[config.mk]
export PLATFORM = sky130hd
export DESIGN_NAME = alu_req_gen
export DESIGN_NICKNAME = d
export VERILOG_FILES = /design/src/rtl/alu_req_gen.sv
export SDC_FILE = /design/constraint.sdc
export NUM_CORES = 1
export LEC_CHECK = 0
export BUFFER_PORTS_ARGS = -buffer_cell sky130_fd_sc_hd__buf_2
export CAP_MARGIN = 30
export CELL_PAD_IN_SITES_DETAIL_PLACEMENT = 0
export CELL_PAD_IN_SITES_GLOBAL_PLACEMENT = 1
export CORE_AREA = 2 2 221 223
export CTS_CLUSTER_DIAMETER = 40
export DETAILED_ROUTE_END_ITERATION = 10
export DIE_AREA = 0 0 223 225
export GPL_ROUTABILITY_DRIVEN = 1
export MAX_ROUTING_LAYER = met4
export PLACE_DENSITY = 0.85
export SETUP_SLACK_MARGIN = 0.4
export SLEW_MARGIN = 15
export SYNTH_ARGS = -nofsm -noshare
export SYNTH_HDL_FRONTEND = slang
export SYNTH_SLANG_ARGS = --single-unit
[constraint.sdc]
create_clock -name clk -period 3.42 [get_ports clk]
set_input_delay 0.342 -clock clk [delete_from_list [all_inputs] [get_ports clk]]
set_output_delay 0.342 -clock clk [all_outputs]
set_load 0.02 [all_outputs]
[src/rtl/alu_req_gen.sv]
// Burst request generator for the 64-bit valid/ready ALU: issues a programmed
// run of operations and folds every accepted result into a rotate-XOR signature.
module alu_req_gen #(
  parameter int CNT_W = 8
) (
  input  logic             clk,
  input  logic             rstn,
  input  logic             start,
  input  logic [63:0]      cfg_in1,
  input  logic [63:0]      cfg_in2,
  input  logic [63:0]      cfg_step,
  input  logic [2:0]       cfg_op,
  input  logic [CNT_W-1:0] cfg_count,
  input  logic             rsp_hold,
  output logic             busy,
  output logic             done,
  output logic [63:0]      signature,
  output logic [63:0]      last_res,
  output logic [CNT_W-1:0] rsp_count,
  output logic [63:0]      alu_in1,
  output logic [63:0]      alu_in2,
  output logic [2:0]       alu_op,
  output logic             alu_in_valid,
  input  logic             alu_in_ready,
  input  logic [63:0]      alu_res,
  input  logic             alu_out_valid,
  output logic             alu_out_ready
);

  localparam int DATA_W = 64;
  localparam logic [CNT_W-1:0] CNT_ONE = CNT_W'(1);

  typedef enum logic [1:0] {
    IDLE  = 2'd0,
    ISSUE = 2'd1,
    DRAIN = 2'd2,
    DONE  = 2'd3
  } state_t;

  state_t state, state_nxt;

  logic [CNT_W-1:0]  issue_cnt;
  logic [CNT_W-1:0]  burst_cnt;
  logic [DATA_W-1:0] step_val;

  logic start_go;
  logic req_hs;
  logic rsp_hs;
  logic issue_last;
  logic rsp_last;

  // Rotate left by one, then fold in the new result.
  function automatic logic [DATA_W-1:0] sig_fold(input logic [DATA_W-1:0] sig,
                                                 input logic [DATA_W-1:0] res);
    sig_fold = {sig[DATA_W-2:0], sig[DATA_W-1]} ^ res;
  endfunction

  assign start_go   = (state == IDLE) && start;
  assign req_hs     = alu_in_valid && alu_in_ready;
  assign rsp_hs     = alu_out_valid && alu_out_ready;
  assign issue_last = req_hs && ((issue_cnt + CNT_ONE) == burst_cnt);
  // Count is complete either already or through a response on this edge.
  assign rsp_last   = (rsp_count == burst_cnt) ||
                      (rsp_hs && ((rsp_count + CNT_ONE) == burst_cnt));

  always_ff @(posedge clk or negedge rstn) begin
    if (!rstn) begin
      state <= IDLE;
    end else begin
      state <= state_nxt;
    end
  end

  always_comb begin
    state_nxt = state;
    unique case (state)
      IDLE: begin
        if (start) begin
          state_nxt = (cfg_count == '0) ? DONE : ISSUE;
        end
      end
      ISSUE: begin
        if (issue_last) begin
          state_nxt = DRAIN;
        end
      end
      DRAIN: begin
        if (rsp_last) begin
          state_nxt = DONE;
        end
      end
      DONE: begin
        state_nxt = IDLE;
      end
      default: state_nxt = IDLE;
    endcase
  end

  always_comb begin
    alu_in_valid  = 1'b0;
    alu_out_ready = 1'b0;
    busy          = 1'b0;
    done          = 1'b0;
    unique case (state)
      ISSUE: begin
        alu_in_valid  = 1'b1;
        alu_out_ready = ~rsp_hold;
        busy          = 1'b1;
      end
      DRAIN: begin
        alu_out_ready = ~rsp_hold;
        busy          = 1'b1;
      end
      DONE: begin
        done = 1'b1;
      end
      default: begin
        alu_in_valid  = 1'b0;
      end
    endcase
  end

  // Request side: operands are loaded on start and in1 steps on each accept.
  always_ff @(posedge clk or negedge rstn) begin
    if (!rstn) begin
      alu_in1   <= '0;
      alu_in2   <= '0;
      alu_op    <= '0;
      step_val  <= '0;
      burst_cnt <= '0;
      issue_cnt <= '0;
    end else if (start_go) begin
      if (cfg_count != '0) begin
        alu_in1   <= cfg_in1;
        alu_in2   <= cfg_in2;
        alu_op    <= cfg_op;
        step_val  <= cfg_step;
        burst_cnt <= cfg_count;
        issue_cnt <= '0;
      end
    end else if (req_hs) begin
      issue_cnt <= issue_cnt + CNT_ONE;
      alu_in1   <= alu_in1 + step_val;
    end
  end

  // Response side: results persist after completion until the next start.
  always_ff @(posedge clk or negedge rstn) begin
    if (!rstn) begin
      signature <= '0;
      last_res  <= '0;
      rsp_count <= '0;
    end else if (start_go) begin
      signature <= '0;
      rsp_count <= '0;
    end else if (rsp_hs) begin
      signature <= sig_fold(signature, alu_res);
      last_res  <= alu_res;
      rsp_count <= rsp_count + CNT_ONE;
    end
  end

endmodule

## Word-level counts from Yosys, hierarchy flattened

Index checks and enable logic that the tools add are counted.
W data, S select, Z words.

| word-level totals | value |
|---|---|
| flip-flop bits (word level) | 349 |
| bits of input ports | 273 |
| output and inout bits | 271 |
| word-level logic and storage cells | 61 |

| operators by class | value |
|---|---|
| $add $sub $neg | 3 |
| equal/unequal tests | 10 |
| multiplexer cells | 19 |
| bitwise operators | 3 |
| reduce and logical (&&, ||, !) cells | 16 |

Operator list:

| operator | number |
|---|---|
| $mux W64 | 5 |
| $add A64 B64 Y64 | 1 |
| $xor A64 B64 Y64 | 1 |
| $mux W8 | 5 |
| $eq A8 B8 Y1 | 3 |
| $add A8 B1 Y8 const B | 2 |
| $logic_not A8 Y1 | 1 |
| $mux W2 | 4 |
| $pmux W2 S4 | 1 |
| $reduce_bool A8 Y1 | 1 |
| $ne A2 B2 Y1 const B | 3 |
| $reduce_and A2 Y1 | 3 |
| $logic_and A1 B1 Y1 | 5 |
| $eq A2 B2 Y1 const B | 2 |
| $mux W1 | 4 |
| $reduce_bool A2 Y1 | 2 |
| $reduce_and A3 Y1 | 1 |
| $eq A2 B1 Y1 const B | 1 |
| $logic_not A2 Y1 | 1 |
| $ne A2 B1 Y1 const B | 1 |
| $not A1 Y1 | 2 |
| $reduce_or A2 Y1 | 1 |
| $logic_or A1 B1 Y1 | 1 |

## Longest topological paths before layout

Gate-level depths: netlist of run 1.

| depth | value |
|---|---|
| depth after elaboration | 8 |
| depth in mapped cells | 12 |
| mapped depth without buffers | 12 |

## Least setup slack after synthesis of run 1

No wires, ideal clock.

| timing | value |
|---|---|
| path kind | flip-flop to flip-flop |
| start point | register alu_in1[20] |
| end point | register alu_in1[63] |
| library setup time | 0.080 ns |
| arrival | 3.057 ns |
| data required time | 3.340 ns |
| setup slack | 0.282 ns |
| cell stages (with the launch flop) | 13 |
| buffers on the path | 1 |
| period minus slack after synthesis | 3.138 ns |
| cells stage by stage | dfrtp_1 > ha_1 > buf_4 > nand2_4 > or4_4 > nand2b_1 > a21o_1 > and3_4 > o2111ai_2 > nand2_2 > or4_4 > and3_4 > nor3_2 |

| on the way | value |
|---|---|
| longest elaborated chain between the ends | 3 |

Ends and longest elaborated chain:

| item | RTL line | source |
|---|---|---|
| from (decl) | 20 | `output logic [63:0] alu_in1,` |
| from (signal assigned) | 134 | `alu_in1 <= cfg_in1;` |
| from (signal assigned) | 143 | `alu_in1 <= alu_in1 + step_val;` |
| $add A64 B64 Y64 | 143 |  |
| $mux W64 | 141 | `end else if (req_hs) begin` |
| $mux W64 | 132 | `end else if (start_go) begin` |

Every way passes these cells. The select of a mux whose other input is x is not followed.
A chain may end at the register's enable or synchronous reset.

## Worst setup path in the final report of run 1

| timing | value |
|---|---|
| start point | register alu_in1[21] |
| end point | register alu_in1[63] |

The elaborated chain is that of the path after synthesis.

==> summary.md, run 1 <==
The run finished with clean final reports. The floorplan has 80 rows. Antenna violation net count after detailed routing: 0. For the worst setup path, the data required time is 3950 ps.

Ranked by instance count, the synthesized netlist is headed by nand2_1, dfrtp_1, nor2_1. Across every metal layer, demand over resource in global routing totals 26.3%. For this run, the top clock speed supported by timing is 0.320 GHz.

The total core area is 47500 sq um. The initial antenna violation count is 4. Routability-driven placement finished with a final weighted congestion of 0.911.

For the worst IR drop on VDD, the log shows 838 uV. The post-layout minimum cycle time is 3120 ps, and the multiplexer fraction of the synthesized cell area is 4.29%. STA classifies the critical path endpoint as a flip-flop. TritonCTS built the clock tree. The growth of design area from synthesis to finish is 46.8%. At the later pin of the worst-skew pair, clock insertion delay measures 650 ps. The path type of the worst setup path was flip-flop to flip-flop.

The logs give 45500 um for the half-perimeter wire length after placement and 27100 sq um for the area of all placed cells without fillers. A synthesized cell averages 9.07 sq um. Summed over all layers, the routed wires come to 65700 um. After the last flow step, the layout net total stands at 3166. The first TritonRoute pass finished after 5 iterations.

Fraction of registers with async set or reset after synthesis: 100%. The synthesized netlist devotes 14.7% of its cell area to compound gates. During I/O placement, the number of pins put on the boundary was 544. For the depth of the CTS H-tree, the log shows 2. The tools report the setup clock skew after layout as 35.0 ps.

Synthesis handed over a netlist of 2032 instances. In this run the power density over the cells is 1190 nW/um^2. The average detailed-routed wire length per instance is 18.8 um, and the fraction of synthesized cell area taken by the top area cell type is 47.4%.

The dominant cell by count in the synthesized netlist is nand2_1. The die area is 50200 sq um, and the clock buffer count from CTS is 58. The worst path setup slack after routing is 295 ps. For the number of pins exceeding their max-slew limit in the final report, the log shows 0.

The Yosys step of the flow raised 0 warnings. Cells fill 56.9% of the core in the end. Cells with a size suffix above 1 make up 31.3% of the layout. The post-synth design cell area is 18400 sq um.

In the routed design, unresolved DRC markers number 0. By area the synthesized netlist is led by dfrtp_1, nand2_1, xnor2_1, ha_1, mux2_2. The number of flops mapped to enable cells by yosys was 0.

The die span in x is 223 um, and the largest fanout on the critical path is 4. For this design, the sink count on the clock tree is 349. The startpoint type of the worst setup path was a flip-flop. After layout, the worst path uses 91.4% of the clock period.

After detailed routing, the number of vias per cell comes to 5.21. The most frequently used flop master after synthesis was dfrtp_1. The standby leakage power came out at 13.1 nW.

Summing internal, switching and leakage power gives 32.1 mW. Of the total synthesized cell area, the portion taken by AND, OR, NAND and NOR gates is 18.9%. The logs give 102000 um for the global-route wire length before repair and 17.6 mW for the cell-internal power.

In this run the power spent charging and discharging nets is 14.6 mW. The post-synthesis share of cell area spent on full adders, half adders and majority gates works out to 4.86%. The floorplan step set the die height to 225 um.

The tools report the clock tree root buffer cell as clkbuf_16. The final setup TNS was 0 ps. The tools report the number of violations reported at the end of detailed-routing iteration 0 as 1030. The tools report the number of hold-slack violations in the final timing report as 0. Of the synthesized area, sequential elements account for 47.4%.

The register clock-pin slew on the reported worst setup and hold paths is 50 ps. Entering global routing, the biggest net connects 142 pins. Data on the critical path arrives at its endpoint at 3660 ps. The run gives 38.8% as the effective utilization at floorplan. Sequential cell fraction of total power: 23.9%. Before CTS, the worst setup slack after placement is -218 ps. The clock passes through at most 3 buffers. The run gives 56.9% as the combinational fraction of design power. The main combinational cell family by area after synthesis was simple AND/OR/NAND/NOR gates. After synthesis the netlist holds a flip-flop and latch count of 349. Net switching is 45.3% of the power. The number of global-route vias before repair came out at 18800.

The global route total overflow is 0, and the net count after synthesis is 2376. For this block, the via count after detailed routing is 18200. The finished layout holds 3490 standard cells, fillers aside. The post-route worst hold slack came out at 29.5 ps.

Counting the fill cells in the layout gives 4066. The number of endpoints failing setup at the final stage was 0. The biggest area contributor in the post-synthesis netlist is dfrtp_1. The tools report the number of distinct library cells after synthesis as 63.

Counting tap cells, the placed design contains a total of 3133 instances. Headroom to the max-slew limit came out at 44.1%. Setup repair after global routing could not meet its margin everywhere. In this run the worst hold path is classified as primary input to flip-flop. The fraction of synthesized cell area in xor and xnor cells is 6.94%, and the worst-margin pin slew is 839 ps. The number of buffers added on ports was 543; the instance area after placement was 22100 sq um.

The relative contribution of the clock network to total power was 19.2%; the number of max-capacitance violations reported was 0.
path summary, 6_finish.rpt:
path / start / end / slack, ps / depth (start not counted)
max reg2reg: alu_in1[21] / alu_in1[63] / 300 / 12
min in group asynchronous: rstn / alu_op[2] / 360 / 2
min reg2reg: alu_op[2] / alu_op[2] / 470 / 2
max in group asynchronous: rstn / signature[50] / 2010 / 4
min: cfg_in1[13] / alu_in1[13] / 30 / 3
max: alu_in1[21] / alu_in1[63] / 300 / 12
placed cells by master (no fill, tap or decap), types with 6 or more instances in the layout:
cell,n
buf_2,542
nand2_1,525
dfrtp_1,342
dlygate4sd3_1,211
nor2_1,164
a21oi_1,112
xnor2_1,112
o21ai_0,89
buf_4,74
a211oi_1,69
mux2_2,64
clkbuf_16,58
ha_1,57
a21o_1,43
xor2_1,32
a31oi_1,24
nand4_1,23
nand3_1,19
or3_1,15
and3_1,14
o21a_1,12
ha_4,12
nand2b_1,11
nor3_1,11
o21bai_1,11
a21oi_2,11
inv_6,11
inv_1,10
buf_6,10
and2_1,8
o21ai_1,7
mux2i_1,7
dfrtp_2,7
clkinv_2,7
bufinv_16,7
clkbuf_8,7
buf_12,7
nor2b_1,6
clkinv_4,6
cell families after synthesis:
group | Yosys count
xor gates and xnor gates | 146
muxes | 71
AOI/OAI and AO/OA | 434
and+or+nand+nor | 834
adders and majority gates | 71
buffers and inverters | 127
DFF | 349
timing repair:
item	in CTS	in global routing
buffers inserted	18	14
pin swaps	24	33
hold buffers	211	0
setup endpoints to repair	26	32
hold endpoints to repair	337	0
gates resized for setup	37	57
per-layer routing:
layer / vias up / GRT usage [%] / routed length (um)
li1: 8553 / - / -
met1: 8781 / 30.9 / 26500
met2: 686 / 43.2 / 31700
met3: 178 / 5.61 / 4550
met4: 0 / 12.5 / 3030
met5: - / - / 0
power groups by stage:
stage	registers [mW]	clock network (mW)	logic (mW)
2_1_floorplan	9.16	0	9.68
3_3_place_gp	7.52	0	16.3
3_5_place_dp	7.62	0	16.5
4_1_cts	7.63	6.26	17.3
5_1_grt	7.90	6.45	19.9
6_report	7.67	6.17	18.3
worst max-delay path, cell delays in order (launching register included):
cell and delay, ps:
dfrtp_2 420, ha_4 270, buf_6 100, nand2_4 40, or4_4 550, nand2b_4 150
a21o_1 190, and3_4 200, o2111ai_2 170, nand2_2 110, or4_4 530, and3_4 160
nor3_2 130
flip-flops by register name, indices dropped and copies added, names as in the netlist:
register and flops:
alu_in1 64, alu_in2 64, alu_op 3, burst_cnt 8, issue_cnt 8, last_res 64, rsp_count 8, signature 64
state 2, step_val 64
cell type report:
| class | count | area, sq um | share of cell area (%) |
|---|---|---|---|
| repair buffers | 847 | 5700 | 21.1 |
| well taps | 615 | 769 | 2.84 |
| inverters | 10 | 37.5 | 0.139 |
| clock inverters | 40 | 519 | 1.92 |
| multi-input cells | 1556 | 9710 | 35.9 |
| diodes | 4 | 10.0 | 0.0370 |
| flip-flops and latches | 349 | 8740 | 32.3 |
| clock buffers | 69 | 1560 | 5.78 |
No activity file was read; power rests on OpenSTA's default activity.
==> inputs of run 2 (changes only) <==
==> constraint.sdc (replaced) <==
create_clock -name clk -period 3.4 [get_ports clk]
set_input_delay 0.34 -clock clk [delete_from_list [all_inputs] [get_ports clk]]
set_output_delay 0.34 -clock clk [all_outputs]
set_load 0.02 [all_outputs]
==> run 2 against run 1 <==
Hold slack lost 7.7 ps; die area unchanged; register-to-register slack hardly changed; wire length rose by 0.12%; utilization fell by 0.52 points; design area is 0.91% lower.
==> summary.md, run 2 (synthesis results as in run 1) <==
The slowest stage of the critical path is the or4_4 cell. The tools report the setup clock skew after layout as 25.9 ps (-9.13 ps). The relative contribution of the clock network to total power was 21.7% (+2.5 points); the share of the clock period used by the worst path was 91.1% (-0.30 points). For the vias after detailed routing, the log shows 18000 (-1.0%). The chip height came out at 225 um (unchanged). The register clock-pin slew on the reported worst setup and hold paths is 50 ps (about the same), and the instance area after placement is 22000 sq um (-0.42%). The number of search-and-repair iterations in the first detailed-routing pass is 5 (unchanged). The run gives 3 (unchanged) as the deepest clock path buffer count. The maximum clock frequency was 0.323 GHz (+0.92%). From synthesis to final layout, the design area changed by 45.5%.

The routability-driven placement congestion ratio is 0.894 (-1.9%). The post-route worst hold slack was 21.8 ps (-7.66 ps); the average detailed-routed wire length per instance was 19.1 um (+1.3%). The sum of buffers and inverters on the critical path came out at 0 (-1).

The required time of the critical path came out at 3910 ps (-40 ps). For the cell-internal power, the log shows 18.2 mW (+3.8%). The number of global-route vias before repair is 18600 (-0.96%). Area of all placed cells without fillers: 26800 sq um (-0.91%).

The number of max-capacitance violations reported came out at 0 (unchanged). The run gives 3610 ps (-50 ps) as the critical path arrival. The commonest non-fill, non-tap cell in the layout was buf_2. The worst setup path is launched from a flip-flop.

The most critical setup path has its startpoint at alu_in1[22]. The number of buffers added on ports is 543 (unchanged), and the worst-margin pin slew is 894 ps (+55.3 ps). Sequential cell area: 8740 sq um (about the same). Number of remaining DRC errors: 0 (unchanged).

The effective utilization at floorplan was 38.8% (unchanged). Setup repair after global routing could not meet its margin everywhere. Startpoint of the worst register-to-register path: alu_in1[22].

The post-layout minimum cycle time was 3100 ps (-28.6 ps); the global route total overflow was 0 (unchanged). TritonCTS built the clock tree. The run gives 102000 um (+0.29%) as the global-route wire length before repair. Depth of the CTS H-tree: 3 (+1). Broken down by cell family, the worst path's largest delay share belongs to simple AND/OR/NAND/NOR gates. The die span in x was 223 um (unchanged); the row count was 80 (unchanged).

The worst hold path begins at cfg_step[0]. Total core area: 47500 sq um (unchanged). The logs give 3126 (-1.3%) for the final-stage net count and 65800 um (+0.12%) for the total length of routed wires. The logs give 9630 sq um (-0.81%) for the area taken by multi-input logic gates and 0 (unchanged) for the number of endpoints failing setup at the final stage.

Longest individual stage delay on the worst path: 550 ps (about the same). The critical path is of the flip-flop to flip-flop type. The worst setup timing slack at the placement stage was -108 ps (+110 ps). The logs give 349 (unchanged) for the number of clock sinks seen by CTS and 23.6% (-0.3 points) for the sequential cell fraction of total power.

In this run the worst hold path is classified as primary input to flip-flop. The clock buffer count from CTS was 67 (+16%). Initial antenna violation count: 3 (-1). The number of violations reported at the end of detailed-routing iteration 0 is 1105 (+7.3%), and the register-to-register path setup slack is 300 ps (about the same). The latest clock arrival within the worst-skew pair was 590 ps (-60 ps). The worst path setup slack after routing is 304 ps (+8.56 ps). The run gives 26.6% (+0.28 points) as the overall global routing resource usage. The number of pins exceeding their max-slew limit in the final report was 0 (unchanged); the vias per cell was 5.22 (+0.18%). The tree is rooted in a clkbuf_16. For the max-slew headroom at the worst pin, the log shows 40.4% (-3.7 points).

The proportion of layout cells with a drive suffix above 1 came out at 31.2% (-0.12 points). The sort of element at the end of the critical path is a flip-flop. The library cells used most frequently in the layout, excluding fill and tap cells, are buf_2, nand2_1, dfrtp_1, dlygate4sd3_1, nor2_1.

The run finished with clean final reports. The total power density per cell area is 1230 nW/um^2 (+3.2%), and the number of hold-slack violations in the final timing report is 0 (unchanged). For the final setup TNS, the log shows 0 ps (unchanged). The fraction of power spent switching nets was 44.5% (-0.84 points); the combinational fraction of design power was 54.7% (-2.2 points). Count of boundary I/O pins: 544 (unchanged). The logs give 13.0 nW (-0.68%) for the standby leakage power and 0 (unchanged) for the antenna violation net count after detailed routing.

The critical path goes through ha_4 -> nand2_4 -> or4_4 -> nand2b_4 -> a21o_1 -> and3_4 -> o2111ai_2 -> nand2_2 -> or4_4 -> and3_4 -> nor3_2. The largest fanout on the critical path is 7 (+3). The net switching power figure is 14.6 mW (+0.35%), and the pin count of the biggest net entering global routing is 142 (unchanged). The die area is 50200 sq um (unchanged), and the worst IR drop on VDD is 842 uV (+0.45%).

The tools report the number of filler cells placed in the layout as 4093 (+0.66%). The tools report the half-perimeter wire length after placement as 45900 um (+0.84%).
-- run 2: cell type report --
| class | instances | share of cell area (%) |
|---|---|---|
| inverters | 10 | 0.140 |
| flip-flops and latches | 349 | 32.6 |
| well taps | 615 | 2.87 |
| diodes | 2 | 0.0187 |
| clock buffers | 83 | 7.05 |
| multi-input cells | 1556 | 35.9 |
| repair buffers | 798 | 19.5 |
| clock inverters | 35 | 1.94 |
-- run 2: power groups by stage --
stage | clock network [mW] | logic, mW | registers (mW)
final | 7.12 | 18.0 | 7.74
after global placement | 0 | 16.4 | 7.56
after global routing | 7.45 | 19.6 | 7.98
after floorplan | 0 | 9.74 | 9.21
after CTS | 7.25 | 17.4 | 7.67
after detailed placement | 0 | 16.6 | 7.67
-- run 2: worst paths after layout --
check | end | cells past startpoint
setup reg to reg | alu_in1[63] | 11
max in group asynchronous | step_val[49] | 3
hold / removal | step_val[0] | 3
min in group asynchronous | alu_in1[17] | 2
setup / recovery | alu_in1[63] | 11
hold reg to reg | alu_in2[20] | 2
-- run 2: stage by stage --
stage | util (%) | cells | power [mW]
final | 56.4 | 3448 | 32.8
after global routing | 56.4 | 3448 | 35.0
after CTS | 55.8 | 3435 | 32.3
after detailed placement | 46.3 | 3124 | 24.2
after global placement | 46.2 | 3123 | 24.0
after floorplan | - | 2032 | 19.0
-- run 2: what timing repair did --
item | in CTS | in global routing
hold buffers | 179 | 0
resized for setup | 39 | 41
setup endpoints to repair | 26 | 29
endpoints found under the hold margin | 257 | 0
buffers inserted | 14 | 10
pin swaps | 21 | 26
-- run 2: worst reg2reg max path, cell delays in order, from the launching register on --
cell and delay, ps:
dfrtp_2 420, ha_4 340, nand2_4 70, or4_4 550, nand2b_4 150, a21o_1 170, and3_4 200, o2111ai_2 180
nand2_2 120, or4_4 540, and3_4 170, nor3_2 130
-- run 2: metal layers --
layer	share of wire, %	up-vias	global-route usage [%]
li1	-	8480	-
met1	40	8669	30.9
met2	48	691	43.6
met3	7.1	171	6.79
met4	4.4	0	11.6
met5	0	-	-
==> inputs of run 3 (changes only) <==
--- a/config.mk
+++ b/config.mk
@@ -16,6 +16,7 @@
 export GPL_ROUTABILITY_DRIVEN = 1
 export MAX_ROUTING_LAYER = met4
 export PLACE_DENSITY = 0.85
+export RECOVER_POWER = 25
 export SETUP_SLACK_MARGIN = 0.4
 export SLEW_MARGIN = 15
 export SYNTH_ARGS = -nofsm -noshare
==> run 3 against run 2 <==
The run now ends with capacitance limit, slew limit left; critical path depth increased by 1; flip-flop and latch count unchanged; via count about the same; setup slack improved by 1.6 ps; critical endpoint unchanged; non-clock buffer count unchanged; global-route usage unchanged; hold slack about the same; largest cell class unchanged; count of clock-buffer cells in the layout unchanged.
==> summary.md, run 3 (synthesis results as in run 1) <==
The first element of the critical path was alu_in1[21]. The depth of the CTS H-tree was 3 (unchanged); the chip height was 225 um (unchanged). The vias per cell came out at 5.22 (about the same). The worst hold path belongs to the class primary input to flip-flop. The register clock-pin slew on the reported worst setup and hold paths is 50 ps (about the same). The overall global routing resource usage was 26.6% (unchanged); the worst-margin pin slew was 2480 ps (+1590 ps). For the latest clock arrival within the worst-skew pair, the log shows 590 ps (about the same). The worst setup path is launched from a flip-flop. The count of cells along the worst hold path came out at 3 (unchanged). The run gives 1 (+1) as the number of max-capacitance violations reported. The worst IR drop on VDD was 842 uV (about the same). In the layout the commonest cells are buf_2, nand2_1, dfrtp_1, dlygate4sd3_1, nor2_1. The share of the clock period used by the worst path is 91.0% (about the same), and the post-layout minimum cycle time is 3090 ps (-1.62 ps). The tools report the area of all placed cells without fillers as 26800 sq um (about the same).

Startpoint of the worst register-to-register path: alu_in1[21]. The half-perimeter wire length after placement is 45900 um (unchanged), and the deepest clock path buffer count is 3 (unchanged). Vias after detailed routing: 18000 (-0.078%). The run gives 102000 um (unchanged) as the global-route wire length before repair.

In this run the most critical hold path is launched from cfg_step[0]. Area taken by multi-input logic gates: 9630 sq um (unchanged). The library cell used most frequently in the layout, excluding fill and tap cells, is buf_2. The number of filler cells placed in the layout was 4095 (+0.049%). The critical path goes through ha_4 -> buf_6 -> nand2_4 -> or4_4 -> nand2b_4 -> a21o_1 -> and3_4 -> o2111ai_2 -> nand2_2 -> or4_4 -> and3_4 -> nor3_2. The number of cells traversed by the worst register-to-register path was 12 (+1). Number of clock sinks seen by CTS: 349 (unchanged). The final reports fail on capacitance limit, slew limit. The required time of the critical path was 3910 ps (about the same). Setup repair after global routing could not meet its margin everywhere.

The tools report the total core area as 47500 sq um (unchanged). The number of remaining DRC errors came out at 0 (unchanged). The proportion of layout cells with a drive suffix above 1 came out at 31.2% (-0.035 points). The average detailed-routed wire length per instance was 19.1 um (about the same); the longest individual stage delay on the worst path was 550 ps (about the same). For the final-stage net count, the log shows 3126 (unchanged). The global route total overflow came out at 0 (unchanged).

The critical path arrival is 3610 ps (about the same), and the total power density per cell area is 1230 nW/um^2 (+0.10%). The setup clock skew after layout is 25.6 ps (-0.301 ps). The growth of design area from synthesis to finish came out at 45.4% (about the same). The run finished, with violations left. The run gives 544 (unchanged) as the count of boundary I/O pins. Effective utilization at floorplan: 38.8% (unchanged). The initial antenna violation count is 3 (unchanged), and the die area is 50200 sq um (unchanged). The critical path in this run is classified as flip-flop to flip-flop. The largest fanout on the critical path came out at 4 (-3).

The slowest stage of the critical path is the or4_4 cell. The number of buffers added on ports was 543 (unchanged); the number of search-and-repair iterations in the first detailed-routing pass was 5 (unchanged). The instance area after placement came out at 22000 sq um (unchanged).

The run gives 0.894 (unchanged) as the routability-driven placement congestion ratio. The total length of routed wires is 65800 um (about the same), and the die span in x is 223 um (unchanged). Row count: 80 (unchanged).

The max-slew headroom at the worst pin was -65.5% (-110 points); the sequential cell area was 8740 sq um (unchanged). The tools report the worst path setup slack after routing as 305 ps (+1.62 ps). TritonCTS built the clock tree.

The tools report the number of pins exceeding their max-slew limit in the final report as 84 (+84). Sum of buffers and inverters on the critical path: 1 (+1). The number of cells on the critical path was 12 (+1); the number of violations reported at the end of detailed-routing iteration 0 was 1124 (+1.7%). The logs give 0.323 GHz (about the same) for the maximum clock frequency and 0 (unchanged) for the antenna violation net count after detailed routing. The number of global-route vias before repair came out at 18600 (unchanged).

The pin count of the biggest net entering global routing was 142 (unchanged); the worst setup timing slack at the placement stage was -108 ps (unchanged). The standby leakage power was 13.0 nW (about the same). For the number of endpoints failing setup at the final stage, the log shows 0 (unchanged). The sort of element at the end of the critical path was a flip-flop. For the number of hold-slack violations in the final timing report, the log shows 0 (unchanged). The clock tree root buffer cell was clkbuf_16. Clock buffer count from CTS: 67 (unchanged). On the critical path the largest part of the delay comes from simple AND/OR/NAND/NOR gates.
-- run 3: report_power, final --
part / leakage, nW / total, mW / switching (mW) / internal [mW]
Clock: 1.18 / 7.12 / 2.38 / 4.74
Combinational: 7.60 / 18.0 / 10.6 / 7.35
Sequential: 4.25 / 7.74 / 1.60 / 6.14
Total: 13.0 / 32.9 / 14.6 / 18.2
-- run 3: worst min-delay path, cell delays in order --
cell     delay (ps)
buf_2            70
nand2_1          70
nand2_1          70
-- run 3: what timing repair did --
action                                  4_1_cts  5_1_grt
endpoints found under the setup margin       26       29
resized for setup                            39       41
hold buffers                                179        0
setup buffers                                14       10
hold endpoints to repair                    257        0
gates cloned                                  0        0
pin swaps                                    21       26
-- run 3: worst paths after layout --
check / slack, ps / to
worst max-delay path: 310 / alu_in1[63]
worst max register to register: 310 / alu_in1[63]
min in group asynchronous: 1080 / alu_in1[17]
max in group asynchronous: 650 / alu_in1[6]
worst min-delay path: 20 / step_val[0]
worst min register to register: 470 / alu_in2[11]
-- run 3: layout make-up --
cell class | count | area share [%]
Antenna cell | 2 | 0.0187
Clock buffer | 83 | 7.05
Clock inverter | 35 | 1.94
Inverter | 10 | 0.140
Multi-Input combinational cell | 1556 | 36.0
Sequential cell | 349 | 32.6
Tap cell | 615 | 2.87
Timing Repair Buffer | 798 | 19.4
-- run 3: routing by layer --
layer | track usage [%] | vias up | part of all wire [%]
li1 | - | 8469 | -
met1 | 30.9 | 8680 | 40
met2 | 43.6 | 680 | 48
met3 | 6.79 | 168 | 6.9
met4 | 11.6 | 0 | 4.4
met5 | - | - | 0
-- run 3: metrics by stage --
stage | hold WS [ps] | TNS, ps | util [%] | total power [mW] | cells
after floorplan | 44.4 | 0 | - | 19.0 | 2032
after global placement | 413 | -65.7 | 46.2 | 24.0 | 3123
after detailed placement | 421 | -263 | 46.3 | 24.2 | 3124
after CTS | 0.506 | 0 | 55.8 | 32.3 | 3435
after global routing | 0.0171 | 0 | 56.3 | 35.0 | 3448
final | 22.1 | 0 | 56.3 | 32.9 | 3448
